### src/rtl/feedback_history_mem_pkg.sv
// -----------------------------------------------------------------------------
// feedback_history_mem_pkg
//   Shared types for the vm2413 operator feedback store: default channel count,
//   the signed LI sample type, the widened sum type and the sum helper.
//   Also holds the state encoding of the post-reset clear sweep.
// -----------------------------------------------------------------------------
package feedback_history_mem_pkg;

    localparam int FB_NUM_CH = 9;
    localparam int FB_DATA_W = 10;

    // Sign + 9-bit magnitude sample, and one extra bit for the two-tap sum.
    typedef logic signed [FB_DATA_W-1:0] SIGNED_LI_TYPE;
    typedef logic signed [FB_DATA_W:0]   fb_sum_t;

    typedef enum logic {
        SWEEP_RUN  = 1'b0,
        SWEEP_DONE = 1'b1
    } sweep_state_e;

    // Sign-extend both taps by one bit and add; the result cannot overflow.
    function automatic fb_sum_t fb_sum(input SIGNED_LI_TYPE a, input SIGNED_LI_TYPE b);
        return {a[FB_DATA_W-1], a} + {b[FB_DATA_W-1], b};
    endfunction

endpackage

### src/rtl/feedback_history_mem_if.sv
// -----------------------------------------------------------------------------
// feedback_history_mem_if
//   Write / read bus of the feedback history store.
//   master: the client (output stage writes, operator reads)
//   slave : the store itself
//   Signals: wr/waddr/wdata (write), rd/raddr (read request),
//            rdata_cur/rdata_prev/rdata_sum/rvalid (read result),
//            init_busy (clear sweep running), wr_drop (write discarded).
// -----------------------------------------------------------------------------
interface feedback_history_mem_if #(
    parameter int DATA_W = 10
);
    logic              wr;
    logic [3:0]        waddr;
    logic [DATA_W-1:0] wdata;
    logic              rd;
    logic [3:0]        raddr;
    logic [DATA_W-1:0] rdata_cur;
    logic [DATA_W-1:0] rdata_prev;
    logic [DATA_W:0]   rdata_sum;
    logic              rvalid;
    logic              init_busy;
    logic              wr_drop;

    modport master (
        output wr, waddr, wdata, rd, raddr,
        input  rdata_cur, rdata_prev, rdata_sum, rvalid, init_busy, wr_drop
    );

    modport slave (
        input  wr, waddr, wdata, rd, raddr,
        output rdata_cur, rdata_prev, rdata_sum, rvalid, init_busy, wr_drop
    );
endinterface

### src/rtl/feedback_history_mem_init_sweeper.sv
// -----------------------------------------------------------------------------
// fb_init_sweeper
//   Clears the feedback store after reset, one entry per cycle, in flat index
//   order (channel-major). init_busy stays high while entries are being cleared
//   and drops the cycle after the last one.
//   Ports: clk, reset (async, active high), clr_en (clear strobe),
//          clr_idx (flat entry index to clear), init_busy.
// -----------------------------------------------------------------------------
module fb_init_sweeper
    import feedback_history_mem_pkg::*;
#(
    parameter int TOTAL  = 18,
    parameter int ADDR_W = 5
) (
    input  logic              clk,
    input  logic              reset,
    output logic              clr_en,
    output logic [ADDR_W-1:0] clr_idx,
    output logic              init_busy
);

    localparam logic [ADDR_W-1:0] LAST_IDX = ADDR_W'(TOTAL - 1);

    sweep_state_e      state_q, state_d;
    logic [ADDR_W-1:0] cnt_q, cnt_d;

    always_ff @(posedge clk or posedge reset) begin
        if (reset) begin
            state_q <= SWEEP_RUN;
            cnt_q   <= '0;
        end else begin
            state_q <= state_d;
            cnt_q   <= cnt_d;
        end
    end

    always_comb begin
        state_d = state_q;
        cnt_d   = cnt_q;
        case (state_q)
            SWEEP_RUN: begin
                if (cnt_q == LAST_IDX) begin
                    state_d = SWEEP_DONE;
                    cnt_d   = '0;
                end else begin
                    cnt_d = cnt_q + ADDR_W'(1);
                end
            end
            default: begin
                state_d = SWEEP_DONE;
            end
        endcase
    end

    always_comb begin
        clr_en    = (state_q == SWEEP_RUN);
        clr_idx   = cnt_q;
        init_busy = (state_q == SWEEP_RUN);
    end

endmodule

### src/rtl/feedback_history_mem.sv
// -----------------------------------------------------------------------------
// feedback_history_mem
//   Per-channel ring of the last DEPTH operator output samples. The output
//   stage pushes one sample per cycle; the operator reads the newest two
//   samples of a channel and their sign-extended sum one cycle later.
//   Ports: clk, reset (async, active high), bus (feedback_history_mem_if.slave).
//   Optional feature macro FEEDBACK_BYPASS_EN: a same-channel read and write in
//   one cycle returns the freshly written sample as rdata_cur. Without it the
//   read sees the pre-write contents (the write still commits).
// -----------------------------------------------------------------------------
module feedback_history_mem
    import feedback_history_mem_pkg::*;
#(
    parameter int NUM_CH = FB_NUM_CH,
    parameter int DEPTH  = 2,
    parameter int DATA_W = FB_DATA_W
) (
    input  logic                  clk,
    input  logic                  reset,
    feedback_history_mem_if.slave bus
);

    localparam int             PTR_W    = $clog2(DEPTH);
    localparam int             TOTAL    = NUM_CH * DEPTH;
    localparam int             ADDR_W   = $clog2(TOTAL);
    localparam logic [4:0]     NUM_CH_L = 5'(NUM_CH);

    // Flat entry index = ch*DEPTH + slot; DEPTH is a power of two so this is a
    // concatenation. The cast only drops bits that are zero for in-range channels.
    function automatic logic [ADDR_W-1:0] flat_idx(input logic [3:0] ch,
                                                   input logic [PTR_W-1:0] slot);
        return ADDR_W'({ch, slot});
    endfunction

    logic [DATA_W-1:0] mem [TOTAL];

    logic [PTR_W-1:0]  ptr_q [NUM_CH];
    logic [PTR_W-1:0]  ptr_d [NUM_CH];
    logic [DATA_W-1:0] rdata_cur_q,  rdata_cur_d;
    logic [DATA_W-1:0] rdata_prev_q, rdata_prev_d;
    logic              rvalid_q,     rvalid_d;
    logic              wr_drop_q,    wr_drop_d;

    logic              clr_en;
    logic [ADDR_W-1:0] clr_idx;
    logic              init_busy;

    logic              wr_ok, rd_ok;
    logic [PTR_W-1:0]  wptr, rptr;
    logic [ADDR_W-1:0] cur_idx, prev_idx;
    logic [DATA_W-1:0] rd_cur, rd_prev;
    logic              mem_we;
    logic [ADDR_W-1:0] mem_widx;
    logic [DATA_W-1:0] mem_wdata;

    fb_init_sweeper #(
        .TOTAL  (TOTAL),
        .ADDR_W (ADDR_W)
    ) u_sweeper (
        .clk       (clk),
        .reset     (reset),
        .clr_en    (clr_en),
        .clr_idx   (clr_idx),
        .init_busy (init_busy)
    );

    assign wr_ok = bus.wr & ~init_busy & ({1'b0, bus.waddr} < NUM_CH_L);
    assign rd_ok = bus.rd & ~init_busy & ({1'b0, bus.raddr} < NUM_CH_L);

    // Current write pointer of waddr and read pointer of raddr.
    always_comb begin
        wptr = '0;
        rptr = '0;
        for (int c = 0; c < NUM_CH; c++) begin
            if (bus.waddr == 4'(c)) wptr = ptr_q[c];
            if (bus.raddr == 4'(c)) rptr = ptr_q[c];
        end
    end

    // ptr points at the slot the next write lands in, so the newest sample
    // sits at ptr-1 and the one before it at ptr-2 (both modulo DEPTH).
    assign cur_idx  = flat_idx(bus.raddr, rptr - PTR_W'(1));
    assign prev_idx = flat_idx(bus.raddr, rptr - PTR_W'(2));

    always_comb begin
        for (int c = 0; c < NUM_CH; c++) begin
            ptr_d[c] = ptr_q[c];
            if (wr_ok && (bus.waddr == 4'(c))) ptr_d[c] = ptr_q[c] + PTR_W'(1);
        end
    end

    // Single write port: the sweep and client writes never overlap because
    // client writes are refused while the sweep runs.
    always_comb begin
        mem_we    = clr_en | wr_ok;
        mem_widx  = clr_en ? clr_idx : flat_idx(bus.waddr, wptr);
        mem_wdata = clr_en ? '0 : bus.wdata;
    end

    always_ff @(posedge clk) begin
        if (mem_we) mem[mem_widx] <= mem_wdata;
    end

    always_comb begin
        rd_cur  = mem[cur_idx];
        rd_prev = mem[prev_idx];
`ifdef FEEDBACK_BYPASS_EN
        // The incoming sample becomes the newest tap; the old newest shifts to prev.
        if (wr_ok && rd_ok && (bus.waddr == bus.raddr)) begin
            rd_prev = rd_cur;
            rd_cur  = bus.wdata;
        end
`endif
        rdata_cur_d  = rdata_cur_q;
        rdata_prev_d = rdata_prev_q;
        rvalid_d     = bus.rd;
        if (bus.rd) begin
            if (rd_ok) begin
                rdata_cur_d  = rd_cur;
                rdata_prev_d = rd_prev;
            end else begin
                rdata_cur_d  = '0;
                rdata_prev_d = '0;
            end
        end
        wr_drop_d = bus.wr & ~wr_ok;
    end

    always_ff @(posedge clk or posedge reset) begin
        if (reset) begin
            for (int c = 0; c < NUM_CH; c++) ptr_q[c] <= '0;
            rdata_cur_q  <= '0;
            rdata_prev_q <= '0;
            rvalid_q     <= 1'b0;
            wr_drop_q    <= 1'b0;
        end else begin
            ptr_q        <= ptr_d;
            rdata_cur_q  <= rdata_cur_d;
            rdata_prev_q <= rdata_prev_d;
            rvalid_q     <= rvalid_d;
            wr_drop_q    <= wr_drop_d;
        end
    end

    // The sum is formed from the registered taps, so it always matches them.
    generate
        if (DATA_W == FB_DATA_W) begin : g_li_sum
            assign bus.rdata_sum = fb_sum(rdata_cur_q, rdata_prev_q);
        end else begin : g_generic_sum
            assign bus.rdata_sum = {rdata_cur_q[DATA_W-1], rdata_cur_q}
                                 + {rdata_prev_q[DATA_W-1], rdata_prev_q};
        end
    endgenerate

    assign bus.rdata_cur  = rdata_cur_q;
    assign bus.rdata_prev = rdata_prev_q;
    assign bus.rvalid     = rvalid_q;
    assign bus.init_busy  = init_busy;
    assign bus.wr_drop    = wr_drop_q;

endmodule
### src/flat_wrapper.sv
// flat-port wrapper written by rule: the top's interface ports become plain ports
module feedback_history_mem_flat import feedback_history_mem_pkg::*;
#(
    parameter int NUM_CH = FB_NUM_CH,
    parameter int DEPTH  = 2,
    parameter int DATA_W = FB_DATA_W
)
  (clk, reset, bus_wr, bus_waddr, bus_wdata, bus_rd, bus_raddr, bus_rdata_cur, bus_rdata_prev, bus_rdata_sum, bus_rvalid, bus_init_busy, bus_wr_drop);
  feedback_history_mem_if #(.DATA_W(DATA_W)) bus_i ();
  input  logic clk;
  input  logic reset;
  input wire logic [$bits(bus_i.wr)-1:0] bus_wr;
  input wire logic [$bits(bus_i.waddr)-1:0] bus_waddr;
  input wire logic [$bits(bus_i.wdata)-1:0] bus_wdata;
  input wire logic [$bits(bus_i.rd)-1:0] bus_rd;
  input wire logic [$bits(bus_i.raddr)-1:0] bus_raddr;
  output wire logic [$bits(bus_i.rdata_cur)-1:0] bus_rdata_cur;
  output wire logic [$bits(bus_i.rdata_prev)-1:0] bus_rdata_prev;
  output wire logic [$bits(bus_i.rdata_sum)-1:0] bus_rdata_sum;
  output wire logic [$bits(bus_i.rvalid)-1:0] bus_rvalid;
  output wire logic [$bits(bus_i.init_busy)-1:0] bus_init_busy;
  output wire logic [$bits(bus_i.wr_drop)-1:0] bus_wr_drop;
  assign bus_i.wr = bus_wr;
  assign bus_i.waddr = bus_waddr;
  assign bus_i.wdata = bus_wdata;
  assign bus_i.rd = bus_rd;
  assign bus_i.raddr = bus_raddr;
  assign bus_rdata_cur = bus_i.rdata_cur;
  assign bus_rdata_prev = bus_i.rdata_prev;
  assign bus_rdata_sum = bus_i.rdata_sum;
  assign bus_rvalid = bus_i.rvalid;
  assign bus_init_busy = bus_i.init_busy;
  assign bus_wr_drop = bus_i.wr_drop;
  feedback_history_mem #(.NUM_CH(NUM_CH), .DEPTH(DEPTH), .DATA_W(DATA_W)) u_core (.clk(clk), .reset(reset), .bus(bus_i));
endmodule
### config.mk
export PLATFORM = sky130hd
export DESIGN_NAME = feedback_history_mem_flat
export DESIGN_NICKNAME = d
export VERILOG_FILES = /design/src/rtl/feedback_history_mem_pkg.sv /design/src/rtl/feedback_history_mem_if.sv /design/src/rtl/feedback_history_mem_init_sweeper.sv /design/src/rtl/feedback_history_mem.sv /design/src/flat_wrapper.sv
export SDC_FILE = /design/constraint.sdc
export NUM_CORES = 1
export LEC_CHECK = 0
export BUFFER_PORTS_ARGS = -buffer_cell sky130_fd_sc_hd__buf_2
export CORE_UTILIZATION = 50
export CTS_CLUSTER_SIZE = 25
export DETAILED_ROUTE_END_ITERATION = 10
export GPL_TIMING_DRIVEN = 0
export PLACE_DENSITY = 0.7
export SYNTH_ARGS = -nofsm -noshare
export SYNTH_HDL_FRONTEND = slang
export SYNTH_SLANG_ARGS = --single-unit
export TNS_END_PERCENT = 5
### constraint.sdc
create_clock -name clk -period 5 [get_ports clk]
set_input_delay 0.5 -clock clk [delete_from_list [all_inputs] [get_ports clk]]
set_output_delay 0.5 -clock clk [all_outputs]
set_load 0.02 [all_outputs]
Word level (Yosys, flattened, before mapping) --
Memory sizes are Yosys's and may differ from the RTL's. Cells that the tools add are included.
Cells by class: mux-type cells 27, order comparisons 2, equal/unequal tests 17, $add $sub $neg 12, bitwise gates (word level) 8, reduce and logical (&&, ||, !) cells 11
Operator list (count):
- $eq 4x3->1 const B | 8
- $mux 10 | 3
- $mux 1 | 22
- $eq 4x2->1 const B | 4
- $add 10x10->11 | 1
- $mux 5 | 2
- $add 1x1->1 const B | 9
- $logic_and 1x1->1 | 9
- $eq 4x1->1 const B | 2
- $eq 4x4->1 const B | 2
- $logic_not 4->1 | 2
- $lt 4x4->1 const B | 2
- $add 5x1->5 const B | 1
- $and 1x1->1 | 5
- $eq 5x5->1 const B | 1
- $not 1->1 | 2
- $or 1x1->1 | 1
- $sub 1x1->1 const B | 1
Storage, ports and cells: bits in writable memories 180, word-level logic and storage cells 93, output and inout bits 34, input port bits 22, flip-flop bits (word level) 37, memories 1
Memories:
- u_core.mem | words 18, width 10, read ports 2, clocked after memory_dff 0, write ports 1, RTL line feedback_history_mem.sv:35 | logic [DATA_W-1:0] mem [TOTAL];

Logic depth before layout (Yosys ltp) --
An unclocked memory read counts as a cell.
depth in word-level cells 13, gate-level depth with buffers 12, depth with buffers taken out 10

By module --
Synthesis repeated with hierarchy kept, for this count alone.
Second synthesis, totals: cells, all modules 916, area, all modules 10592.7 µm²
Modules (own cells, without submodules):
- feedback_history_mem | instances 1, cells each 887, sequential area each 6180.9 µm², area each 10293.6 µm²
- fb_init_sweeper | instances 1, cells each 29, sequential area each 150.1 µm², area each 299.0 µm²

Worst setup path after synthesis --
Ideal clock, no wire load.
path type reg2out, from register u_core.rdata_prev_q[1], in the netlist u_core.bus.rdata_prev[1], to output bus_rdata_sum[9], path slack 2.023 ns, stages on the path, launching flop included 8, data required time 4.500 ns, data arrival time 2.477 ns, path buffers 0, cells stage by stage dfrtp_1 -> ha_1 -> a21o_1 -> a21oi_1 -> o21ai_0 -> a21oi_1 -> o21ai_0 -> o311ai_0
Between the ends: longest elaborated chain between the ends 1
RTL lines:
- start, declared | RTL line feedback_history_mem.sv:40 | logic [DATA_W-1:0] rdata_prev_q, rdata_prev_d;
- start signal, assigned | RTL line feedback_history_mem.sv:139 | rdata_prev_q <= rdata_prev_d;
- $add 10x10->11 | RTL line feedback_history_mem_pkg.sv:23 | return {a[FB_DATA_W-1], a} + {b[FB_DATA_W-1], b};
- end, declared | RTL line flat_wrapper.sv:19 | output wire logic [$bits(bus_i.rdata_sum)-1:0] bus_rdata_sum;
Every way passes these cells.

Worst setup path in the final report --
from register u_core.rdata_prev_q[0], in the netlist u_core.bus.rdata_prev[0], to output bus_rdata_sum[10]
Same word-level chain as after synthesis.

==> key figures <==
Outcome
  • Status: finished clean

STA
  • Final Cycle Share: approximately two thirds
  • Number of max-slew violations in the final report: 0
  • Max-slew headroom: approximately an eighth
  • Fmax: ~300 MHz
  • Hold Slack: roughly 170 ps
  • Slew @ Worst Pin: about 1300 ps
  • Fin. Hold Viols: 0
  • Final setup viols: 0
  • Worst-case clock skew: roughly 16 ps
  • Tmin final: roughly 3300 ps
  • RSZ-0062 raised after global routing: false
  • Setup TNS: 0 ps

Layout
  • N_diodes: 0
  • Non-Filler Instances: 1325
  • P&R area growth vs syn: 12.4%
  • Fin area: ~12000 µm²
  • # nets final: between 1000 and 1500
  • Fraction of layout cells with a size suffix above 1: roughly an eighth

Pwr
  • Power Density: 408 nW/µm²
  • Internal power: 3.44 mW
  • Gate power share: 22.3%
  • Worst vdd ir: between 0.0002 and 0.0003 V
  • Switching power: 1.43 mW
  • Total power draw: 4.87 mW
  • Leak: between 4 and 5 nW
  • Sequential Power Share: 43.3%
  • Clock share of power: 34.4%
  • Sw frac: between 20 and 30%

Yosys
  • Netlist Area Pre-Place: roughly 11000 µm²
  • Yosys reg bits: about 220
  • Synth top area share: 50.8%
  • Cells after Synth: around 960
  • Sequential element share of the synthesized area: slightly below 60%
  • Main synth FF type: edfxtp_1
  • Synthesis warning total: 0
  • Mapped Nets: around 1000
  • Post-synth EDFFs: 180
  • Mean post-synth cell area: between 10 and 15 µm²
  • Synth unique cells: slightly below 50
  • Commonest cells in the synthesized netlist: nand2_1 (285), edfxtp_1 (180), nand3_1 (121), a21oi_1 (44), dfrtp_1 (37)
  • Count leader, synth: nand2_1
  • Post-synth top area cell: edfxtp_1
  • FFs w/ async S/R, synth: between 10% and 20%
  • Area contributors post-synth: edfxtp_1 (51%), nand2_1 (10%), dfrtp_1 (8.7%)

GRT
  • Number of global-route vias before repair: around 7400
  • Largest net degree at the start of global routing: 38
  • Gr usage total: between 20% and 30%
  • Grt ovf: 0
  • First-pass GRT wire length: 43900 µm
  • Initial antenna violation count: 0

Setup path
  • Arrival time worst endpoint: 2830 ps
  • Worst setup path category: register to output pin
  • Critical Path Source Type: register
  • Highest fanout seen on the critical path: 3
  • Flop-to-flop setup slack: 1950 ps
  • Critical Path RT: between 4000 and 5000 ps
  • CP endpoint kind: output pin

Flow run
  • Max Cap Viol: 0

CTS
  • CTS resizes: 0
  • H-tree depth: 1
  • CTS Buffer Depth: 3
  • Sink Count: around 220
  • Clk slew on worst S/H paths: 60 ps
  • Root Buffer: clkbuf_16
  • Num CTS Buffers: 23
  • Clock latency on the worst-skew pair: 510 ps
  • Hold buffer count at cts: 0
  • Postcts setup bufs: 0
  • CTS tree: built

Floorplanning
  • Die Y: ~150 µm
  • Core box area: about 21000 µm²
  • Row cnt: between 50 and 60
  • Initial Util: ~52%
  • Ports: 56
  • Die area: between 20000 and 25000 µm²
  • Die W: roughly 150 µm

Place
  • I/O Buffers: 52
  • Placed Instance Area: approximately 11000 µm²
  • DP Cell Count: roughly 1300
  • GP Congestion: just over 0.9
  • HPWL Detailed: 21000 µm

Routing
  • TritonRoute pass-1 iters: 5
  • Post-route ant nets: 0
  • DRC: 0
  • WL final: 29300 µm
  • Routed vias: 7979
  • Via density: roughly 6
  • 1st-iter DRT viols: slightly below 900
  • WL per Instance: about 22 µm

Hold path
  • Hold crit path type: input port to asynchronous set/reset pin
final timing paths:
path	startpoint	endpoint	cells past startpoint
setup / recovery	u_core.bus.rdata_prev[0]	bus_rdata_sum[10]	11
hold / removal	reset	u_core.bus.wr_drop	2
setup reg to reg	u_core.u_sweeper.state_q	u_core.mem[16][5]	6
hold reg to reg	u_core.ptr_q[2]	u_core.ptr_q[2]	1
max in group asynchronous	reset	u_core.bus.rdata_cur[6]	2
min in group clk	bus_rd	u_core.bus.rvalid	1
per-layer routing:
metal | vias to the layer above | GRT usage [%] | routed length [µm]
met5 | - | 0 | 0
met4 | 0 | 11.8 | 1240
met3 | 61 | 6.67 | 3220
met2 | 456 | 40.9 | 12900
met1 | 3806 | 37.6 | 11900
li1 | 3656 | - | -
metrics by stage:
step / worst slack (ps) / util [%]
global placement: 1730 / 54.6
global route: 1400 / 58.1
CTS: 1660 / 58.1
detailed placement: 1660 / 54.6
floorplan: 2020 / -
finish: 1670 / 58.1
kinds of logic after synthesis:
logic type / synth area share, %
AOI/OAI and AO/OA: 7.15
and+or+nand+nor: 20.2
buffers and inverters: 3.91
xor gates and xnor gates: 1.32
adders and majority gates: 1.60
muxes: 6.25
DFF: 59.5
critical path, stage by stage (launching register included):
cell and delay, ps:
dfrtp_1 370, ha_1 190, inv_1 60, fa_1 410
nor2b_1 110, o21ai_0 100, a21boi_0 250, o21ai_0 150
a21oi_1 210, o21ai_0 140, a22o_1 190, buf_2 150
power by group through the flow:
stage / sequential (mW) / clock [mW] / combinational, mW
5_1_grt: 2.12 / 1.76 / 1.17
4_1_cts: 2.11 / 1.68 / 1.08
3_3_place_gp: 2.14 / 0 / 1.06
6_report: 2.11 / 1.68 / 1.09
2_1_floorplan: 2.15 / 0 / 0.751
3_5_place_dp: 2.15 / 0 / 1.07
layout make-up:
cell class	instances	area, µm²
clock inverter	8	110
inverter	17	63.8
timing repair buffer	52	260
tap	270	338
sequential	217	6330
fill	1714	8600
clock buffer	33	613
multi-input combinational	667	3890
buffer	61	352
registers in the layout (all words and copies together) (netlist names):
register                  cells
u_core.bus.rdata_cur         10
u_core.bus.rvalid             1
u_core.bus.wr_drop            1
u_core.ptr_q                  9
u_core.mem                  180
u_core.bus.rdata_prev        10
u_core.u_sweeper.state_q      1
u_core.u_sweeper.clr_idx      5
placed cells by master (no fill, tap or decap), types with 2 or more instances in the layout:
cell and n:
nand2_1 285, edfxtp_1 180, nand3_1 121, buf_2 63, a21oi_1 44, clkbuf_1 40, dfrtp_1 37, nor2_1 27
mux4_2 24, nand4_1 23, clkbuf_16 23, a31oi_1 20, o2111ai_1 19, inv_1 16, and2_1 12, ha_1 12
xnor2_1 10, o21ai_0 9, buf_6 8, buf_4 7, nor2b_1 7, nor3_1 7, mux2i_1 6, xor2_1 6
nand2b_1 4, o32ai_1 4, clkinv_1 4, buf_1 3, bufinv_16 3, buf_8 2, nor3b_1 2, mux4_1 2
o22ai_1 2, a21o_1 2, a21boi_0 2
No activity file was read; power rests on OpenSTA's default activity.
